### src/rtl/acc_dispatcher.sv
// Routes buffered core accelerator commands to one of NR_ACC accelerators, gated by an
// rd scoreboard and per-accelerator outstanding limits; round-robin merges responses back.
module acc_dispatcher #(
  parameter int NR_ACC             = 2,
  parameter int ACC_DATA_WIDTH     = 64,
  parameter int ACC_INSTR_WIDTH    = 32,
  parameter int ACC_REG_ADDR_WIDTH = 5,
  parameter int MAX_OUTSTANDING    = 2,
  parameter int SEL_LSB            = 25
) (
  input  logic                                   clk_i,
  input  logic                                   rst_ni,
  // core command channel
  input  logic                                   core_cmd_valid_i,
  output logic                                   core_cmd_ready_o,
  input  logic [ACC_INSTR_WIDTH-1:0]             core_cmd_instr_i,
  input  logic [ACC_DATA_WIDTH-1:0]              core_cmd_rs1_i,
  input  logic [ACC_DATA_WIDTH-1:0]              core_cmd_rs2_i,
  // accelerator command channels
  output logic [NR_ACC-1:0]                      acc_cmd_valid_o,
  input  logic [NR_ACC-1:0]                      acc_cmd_ready_i,
  output logic [ACC_INSTR_WIDTH-1:0]             acc_cmd_instr_o,
  output logic [ACC_DATA_WIDTH-1:0]              acc_cmd_rs1_o,
  output logic [ACC_DATA_WIDTH-1:0]              acc_cmd_rs2_o,
  // accelerator response channels
  input  logic [NR_ACC-1:0]                      acc_resp_valid_i,
  output logic [NR_ACC-1:0]                      acc_resp_ready_o,
  input  logic [NR_ACC*ACC_DATA_WIDTH-1:0]       acc_resp_data_i,
  input  logic [NR_ACC*ACC_REG_ADDR_WIDTH-1:0]   acc_resp_rd_i,
  // core response channel
  output logic                                   core_resp_valid_o,
  input  logic                                   core_resp_ready_i,
  output logic [ACC_DATA_WIDTH-1:0]              core_resp_data_o,
  output logic [ACC_REG_ADDR_WIDTH-1:0]          core_resp_rd_o,
  // status
  output logic                                   illegal_o,
  output logic                                   idle_o
);

  localparam int SEL_W   = (NR_ACC > 2) ? $clog2(NR_ACC) : 1;
  localparam int NR_SEL  = 2 ** SEL_W;
  localparam int CNT_W   = $clog2(MAX_OUTSTANDING + 1);
  localparam int NR_REGS = 2 ** ACC_REG_ADDR_WIDTH;

  typedef logic [SEL_W-1:0]              sel_t;
  typedef logic [CNT_W-1:0]              cnt_t;
  typedef logic [ACC_REG_ADDR_WIDTH-1:0] rd_t;
  typedef logic [ACC_DATA_WIDTH-1:0]     data_t;

  // ---------------------------------------------------------------------------
  // State
  // ---------------------------------------------------------------------------
  logic                       buf_valid_q;
  logic [ACC_INSTR_WIDTH-1:0] buf_instr_q;
  data_t                      buf_rs1_q, buf_rs2_q;

  cnt_t                       cnt_q [NR_ACC];
  cnt_t                       cnt_d [NR_ACC];
  logic [NR_REGS-1:0]         busy_q, busy_d;
  sel_t                       rr_ptr_q, rr_ptr_d;

  logic                       resp_valid_q;
  data_t                      resp_data_q;
  rd_t                        resp_rd_q;

  // ---------------------------------------------------------------------------
  // Command path
  // ---------------------------------------------------------------------------
  sel_t              tgt;
  rd_t               buf_rd;
  logic [NR_SEL-1:0] legal_vec;
  logic              tgt_legal;
  cnt_t              cnt_sel;
  logic              dispatch_ok;
  logic              cmd_fire;
  logic              illegal;
  logic              buf_leave;
  logic              cmd_accept;

  assign tgt    = buf_instr_q[SEL_LSB +: SEL_W];
  assign buf_rd = buf_instr_q[7 +: ACC_REG_ADDR_WIDTH];

  // NOTE: every always_comb output gets a default before any conditional
  // assignment, so no path can leave it unassigned and infer a latch.
  always_comb begin
    legal_vec = '0;
    for (int i = 0; i < NR_SEL; i++) legal_vec[i] = (i < NR_ACC);
  end

  assign tgt_legal = legal_vec[tgt];

  always_comb begin
    cnt_sel = '0;
    for (int i = 0; i < NR_ACC; i++) begin
      if (tgt == sel_t'(i)) cnt_sel = cnt_q[i];
    end
  end

  // Scoreboard and counters are read from registered state only, so a response
  // clearing a hazard unblocks dispatch one cycle later, never combinationally.
  assign dispatch_ok = buf_valid_q && tgt_legal
                    && (cnt_sel < cnt_t'(MAX_OUTSTANDING))
                    && !((buf_rd != '0) && busy_q[buf_rd]);

  always_comb begin
    acc_cmd_valid_o = '0;
    for (int i = 0; i < NR_ACC; i++) acc_cmd_valid_o[i] = dispatch_ok && (tgt == sel_t'(i));
  end

  assign cmd_fire         = |(acc_cmd_valid_o & acc_cmd_ready_i);
  assign illegal          = buf_valid_q && !tgt_legal;
  assign buf_leave        = cmd_fire || illegal;
  assign core_cmd_ready_o = !buf_valid_q || buf_leave;
  assign cmd_accept       = core_cmd_valid_i && core_cmd_ready_o;

  assign acc_cmd_instr_o = buf_instr_q;
  assign acc_cmd_rs1_o   = buf_rs1_q;
  assign acc_cmd_rs2_o   = buf_rs2_q;
  assign illegal_o       = illegal;

  // NOTE: sequential state is assigned with <= so all registers update together
  // from pre-edge values regardless of statement order.
  // NOTE: buffer payload is reset too, because it drives the broadcast data
  // outputs directly and those must read 0 out of reset.
  always_ff @(posedge clk_i or negedge rst_ni) begin
    if (!rst_ni) begin
      buf_valid_q <= 1'b0;
      buf_instr_q <= '0;
      buf_rs1_q   <= '0;
      buf_rs2_q   <= '0;
    end else if (cmd_accept) begin
      buf_valid_q <= 1'b1;
      buf_instr_q <= core_cmd_instr_i;
      buf_rs1_q   <= core_cmd_rs1_i;
      buf_rs2_q   <= core_cmd_rs2_i;
    end else if (buf_leave) begin
      buf_valid_q <= 1'b0;
    end
  end

  // ---------------------------------------------------------------------------
  // Response arbiter
  // ---------------------------------------------------------------------------
  logic  resp_eligible;
  logic  resp_found;
  logic  resp_fire;
  int    grant_int;
  int    idx;
  sel_t  grant_idx;
  data_t resp_data_sel;
  rd_t   resp_rd_sel;

  assign resp_eligible = !resp_valid_q || core_resp_ready_i;

  always_comb begin
    resp_found       = 1'b0;
    grant_int        = 0;
    idx              = 0;
    resp_data_sel    = '0;
    resp_rd_sel      = '0;
    acc_resp_ready_o = '0;
    for (int k = 0; k < NR_ACC; k++) begin
      idx = int'(rr_ptr_q) + k;
      if (idx >= NR_ACC) idx = idx - NR_ACC;
      if (!resp_found && acc_resp_valid_i[idx]) begin
        resp_found    = 1'b1;
        grant_int     = idx;
        resp_data_sel = acc_resp_data_i[idx*ACC_DATA_WIDTH +: ACC_DATA_WIDTH];
        resp_rd_sel   = acc_resp_rd_i[idx*ACC_REG_ADDR_WIDTH +: ACC_REG_ADDR_WIDTH];
      end
    end
    if (resp_eligible && resp_found) acc_resp_ready_o[grant_int] = 1'b1;
  end

  assign resp_fire = resp_eligible && resp_found;
  assign grant_idx = sel_t'(grant_int);

  always_comb begin
    rr_ptr_d = rr_ptr_q;
    if (resp_fire) rr_ptr_d = (grant_idx == sel_t'(NR_ACC - 1)) ? '0 : grant_idx + 1'b1;
  end

  always_ff @(posedge clk_i or negedge rst_ni) begin
    if (!rst_ni) begin
      resp_valid_q <= 1'b0;
      resp_data_q  <= '0;
      resp_rd_q    <= '0;
    end else if (resp_fire) begin
      resp_valid_q <= 1'b1;
      resp_data_q  <= resp_data_sel;
      resp_rd_q    <= resp_rd_sel;
    end else if (core_resp_ready_i) begin
      resp_valid_q <= 1'b0;
    end
  end

  assign core_resp_valid_o = resp_valid_q;
  assign core_resp_data_o  = resp_data_q;
  assign core_resp_rd_o    = resp_rd_q;

  // ---------------------------------------------------------------------------
  // Outstanding counters and rd scoreboard
  // ---------------------------------------------------------------------------
  logic cnt_inc, cnt_dec, cnt_all_zero;

  always_comb begin
    cnt_inc      = 1'b0;
    cnt_dec      = 1'b0;
    cnt_all_zero = 1'b1;
    for (int i = 0; i < NR_ACC; i++) begin
      cnt_d[i] = cnt_q[i];
      cnt_inc  = acc_cmd_valid_o[i] && acc_cmd_ready_i[i];
      cnt_dec  = resp_fire && (grant_idx == sel_t'(i));
      // A dispatch and a response on the same accelerator cancel out.
      if (cnt_inc && !cnt_dec)                         cnt_d[i] = cnt_q[i] + cnt_t'(1);
      else if (cnt_dec && !cnt_inc && cnt_q[i] != '0) cnt_d[i] = cnt_q[i] - cnt_t'(1);
      if (cnt_q[i] != '0) cnt_all_zero = 1'b0;
    end
  end

  always_comb begin
    busy_d = busy_q;
    if (resp_fire && resp_rd_sel != '0) busy_d[resp_rd_sel] = 1'b0;
    // Applied after the clear so a same-cycle set on the same rd wins.
    if (cmd_fire && buf_rd != '0)       busy_d[buf_rd]      = 1'b1;
    busy_d[0] = 1'b0;
  end

  always_ff @(posedge clk_i or negedge rst_ni) begin
    if (!rst_ni) begin
      for (int i = 0; i < NR_ACC; i++) cnt_q[i] <= '0;
      busy_q   <= '0;
      rr_ptr_q <= '0;
    end else begin
      for (int i = 0; i < NR_ACC; i++) cnt_q[i] <= cnt_d[i];
      busy_q   <= busy_d;
      rr_ptr_q <= rr_ptr_d;
    end
  end

  assign idle_o = !buf_valid_q && !resp_valid_q && cnt_all_zero;

endmodule
### config.mk
export PLATFORM = sky130hd
export DESIGN_NAME = acc_dispatcher
export DESIGN_NICKNAME = d
export VERILOG_FILES = /design/src/rtl/acc_dispatcher.sv
export SDC_FILE = /design/constraint.sdc
export NUM_CORES = 1
export LEC_CHECK = 0
export BUFFER_PORTS_ARGS = -buffer_cell sky130_fd_sc_hd__buf_4
export CAP_MARGIN = 20
export CORE_AREA = 5 5 209 211
export DETAILED_ROUTE_END_ITERATION = 6
export DIE_AREA = 0 0 214 216
export PLACE_DENSITY_LB_ADDON = 0.3
export SLEW_MARGIN = 20
export SYNTH_ARGS = -nofsm -noshare
export SYNTH_HDL_FRONTEND = slang
export SYNTH_SLANG_ARGS = --single-unit
### constraint.sdc
create_clock -name clk_i -period 3.2 [get_ports clk_i]
set_input_delay 0.64 -clock clk_i [delete_from_list [all_inputs] [get_ports clk_i]]
set_output_delay 0.64 -clock clk_i [all_outputs]
set_load 0.01 [all_outputs]
==> results.sh <==
export IMPL_drt_wl_total_um=39300
export IMPL_synth_xor_xnor_area_share=0.000791
export IMPL_power_leakage_nw=7.84
export IMPL_timing_final_crit_share=0.964
export IMPL_area_growth_pct=52.6
export IMPL_path_delay_family="simple AND/OR/NAND/NOR gates"
export IMPL_synth_commonest_cells="dfrtp_1, nor2_1, mux2_1"
export IMPL_post_dp_hpwl_um=31500
export IMPL_power_mw=15.5
export IMPL_power_frac_comb=0.412
export IMPL_multi_input_area_mm2=0.00411
export IMPL_dr_pass1_iters=5
export IMPL_ys_flop_type="dfrtp_1"
export IMPL_crit_fanout=10
export IMPL_p_int_mw=10.2
export IMPL_max_stage_delay_ns=0.55
export IMPL_grtUsageTotal=0.164
export IMPL_finalHoldViolations=0
export IMPL_ff2ff_path_depth=8
export IMPL_finalWorstSetupSlack_ns=0.117
export IMPL_required_ns=2.56
export IMPL_ys_seq_area_frac=0.603
export IMPL_path_buf_inv=2
export IMPL_cts_hold_buf=0
export IMPL_synth_mux_area_frac=0.177
export IMPL_ios=543
export IMPL_ys_async_sr_fraction=1.00
export IMPL_clk_pin_slew_ns=0.06
export IMPL_drv_cap=0
export IMPL_grt_pass1_wl_um=60500
export IMPL_die_area_mm2=0.0462
export IMPL_die_w_um=214
export IMPL_antenna_found_initial=1
export IMPL_htreeDepth=1
export IMPL_drive_gt1_frac=0.484
export IMPL_synth_simple_area_share=0.0792
export IMPL_route_detailed_drc=0
export IMPL_hp_class="primary input to asynchronous set/reset pin"
export IMPL_ys_top_cells_by_area="dfrtp_1, mux2_1, mux2_2"
export IMPL_max_slew_margin=0.456
export IMPL_drtIter0Drc=620
export IMPL_yosysMostFrequentCell="dfrtp_1"
export IMPL_cp_end_kind="output port"
export IMPL_syn_inst=870
export IMPL_crit_chain="or3b_2, o221ai_2, a21oi_2, buf_4, a41o_1, buf_4"
export IMPL_wl_per_cell_um=19.9
export IMPL_initial_core_util=0.266
export IMPL_gp_congestion=0.885
export IMPL_period_needed_ns=3.08
export IMPL_port_buffers=541
export IMPL_worst_r2r_endpoint="acc_cmd_rs2_o[15]$_DFFE_PN0P_"
export IMPL_fin_tns_setup_ns=0
export IMPL_final_max_slew_viol_count=0
export IMPL_synth_edf_count=0
export IMPL_clk_path_buf_depth=3
export IMPL_clkLatencyLatePin_ns=0.55
export IMPL_path_class="register to output port"
export IMPL_tightest_slew_ns=0.816
export IMPL_status="finished, final reports clean"
export IMPL_synth_area_leader_cell="dfrtp_1"
export IMPL_yosysTopAreaCellShare=0.603
export IMPL_worst_ir_drop_vdd_mv=0.409
export IMPL_avgSynthCellArea_um2=12.7
export IMPL_core_mm2=0.0416
export IMPL_nFillCells=3996
export IMPL_cts_buffers=30
export IMPL_reg2reg_from="acc_cmd_instr_o[7]$_DFFE_PN0P_"
export IMPL_routed_via_density=4.69
export IMPL_rsz0062_at_grt="false"
export IMPL_critPathSlowestCell="or3b_2"
export IMPL_vias=9274
export IMPL_setup_viol_count_final=0
export IMPL_clock_fmax_mhz=324
export IMPL_register_area_mm2=0.00668
export IMPL_synth_fa_ha_area_frac=0
export IMPL_pre_cts_ws_ns=0.385
export IMPL_cts_sinks=267
export IMPL_grt_pass1_vias=9935
export IMPL_switching_share=0.338
export IMPL_synth_area_mm2=0.0111
export IMPL_grt_max_degree=85
export IMPL_syn_nets=1176
export IMPL_switchingPower_mw=5.24
export IMPL_fin_skew_ns=0.0133
export IMPL_num_nets_final=1720
export IMPL_worstPathArrival_ns=2.44
export IMPL_drtAntennaViolNets=0
export IMPL_rrSetupSlack_ns=0.51
export IMPL_synth_cell_types=47
export IMPL_cts_tree="yes"
export IMPL_p_clk_frac=0.226
export IMPL_ys_seq_elements=267
export IMPL_cts_root_buf="clkbuf_16"
export IMPL_cp_common_cell="buf_4"
export IMPL_die_y_um=216
export IMPL_synth_compound_area_frac=0.109
export IMPL_row_count=75
export IMPL_synth_top_family_by_area="multiplexers"
export IMPL_seq_power_share=0.362
export IMPL_grt_overflow=0
export IMPL_p_per_area_mw_per_mm2=916
export IMPL_yosysWarnings=0
export IMPL_crit_path_start_kind="register"
==> per-layer routing <==
metal  vias to the layer above  routed length [um]  part of all wire  GRT usage
met1                      4443               15100              0.38      0.193
met2                       494               19200              0.49      0.282
li1                       4263                   -                 -          -
met5                         -                   0                 0          0
met3                        74                3660             0.093     0.0533
met4                         0                1320             0.034     0.0556
==> through the flow <==
stage / util / cell area [um2] / hold WS (ns) / std cells
detailed placement: 0.381 / 15800 / 0.476 / 1919
finish: 0.407 / 16900 / 0.0890 / 1977
CTS: 0.406 / 16900 / 0.100 / 1975
global route: 0.407 / 16900 / 0.130 / 1977
global placement: 0.381 / 15800 / 0.469 / 1919
floorplan: - / 11100 / 0.344 / 870
==> layout make-up <==
cell class                 instances  area share
clock buffer                      45      0.0520
tap                              539      0.0399
sequential                       267       0.395
antenna                            1    0.000148
inverter                           4    0.000888
multi-input combinational        540       0.243
timing repair buffer             571       0.261
clock inverter                    10     0.00777
==> power by group through the flow <==
stage                     sequential, mW  combinational, mW  clock [mW]
final                               5.60               6.37        3.51
after global routing                5.78               6.90        3.74
after CTS                           5.60               6.44        3.61
after detailed placement            5.65               6.39           0
after global placement              5.62               6.27           0
after floorplan                     6.02               2.62           0
==> layout by cell type (no fill, tap or decap), drive strengths merged, types with 3 or more instances in the layout <==
cell type and instances:
a21oi 4, a221oi 64, a32oi 5, buf 571
bufinv 3, clkbuf 45, clkinv 6, dfrtp 267
inv 4, mux2 159, mux2i 12, nand2 21
nand2b 14, nand3 6, nand3b 4, nor2 138
o21ai 39, o22ai 4, o31ai 33, or2 3
or3 3
==> registers in the layout, summed over array words and instances (netlist names) <==
name	count
cnt_q	4
core_resp_rd_o	5
acc_cmd_rs1_o	64
core_resp_data_o	64
core_resp_valid_o	1
acc_cmd_rs2_o	64
busy_q	31
rr_ptr_q	1
buf_valid_q	1
acc_cmd_instr_o	32
==> kinds of logic after synthesis <==
logic type / Yosys count
muxes: 173
and+or+nand+nor: 203
other: 1
AOI/OAI and AO/OA: 162
DFF: 267
buffers and inverters: 63
xor gates and xnor gates: 1
==> worst reg2reg max path: stages (launching register included) <==
cell     delay (ns)
dfrtp_2        0.41
mux4_2         0.50
a22o_1         0.27
a21oi_2        0.15
nand3_2        0.13
a21oi_4        0.22
buf_12         0.23
buf_12         0.28
mux2_2         0.38
==> worst max path at each step <==
stage,from,to,slack [ns],cells past startpoint
finish,acc_cmd_instr_o[11]$_DFFE_PN0P_,core_cmd_ready_o,0.12,6
global route,acc_cmd_instr_o[11]$_DFFE_PN0P_,core_cmd_ready_o,0.002,6
CTS,acc_cmd_instr_o[7]$_DFFE_PN0P_,acc_cmd_valid_o[0],0.04,7
detailed placement,acc_cmd_instr_o[7]$_DFFE_PN0P_,acc_cmd_rs1_o[21]$_DFFE_PN0P_,0.39,9
global placement,acc_cmd_instr_o[7]$_DFFE_PN0P_,acc_cmd_rs2_o[44]$_DFFE_PN0P_,0.49,9
floorplan,acc_cmd_instr_o[7]$_DFFE_PN0P_,acc_cmd_valid_o[0],0.40,8
==> what timing repair did <==
action | CTS | global route
buffers inserted | 1 | 1
endpoints found under the setup margin | 2 | 3
gates resized for setup | 5 | 5
No activity file was read; power rests on OpenSTA's default activity.
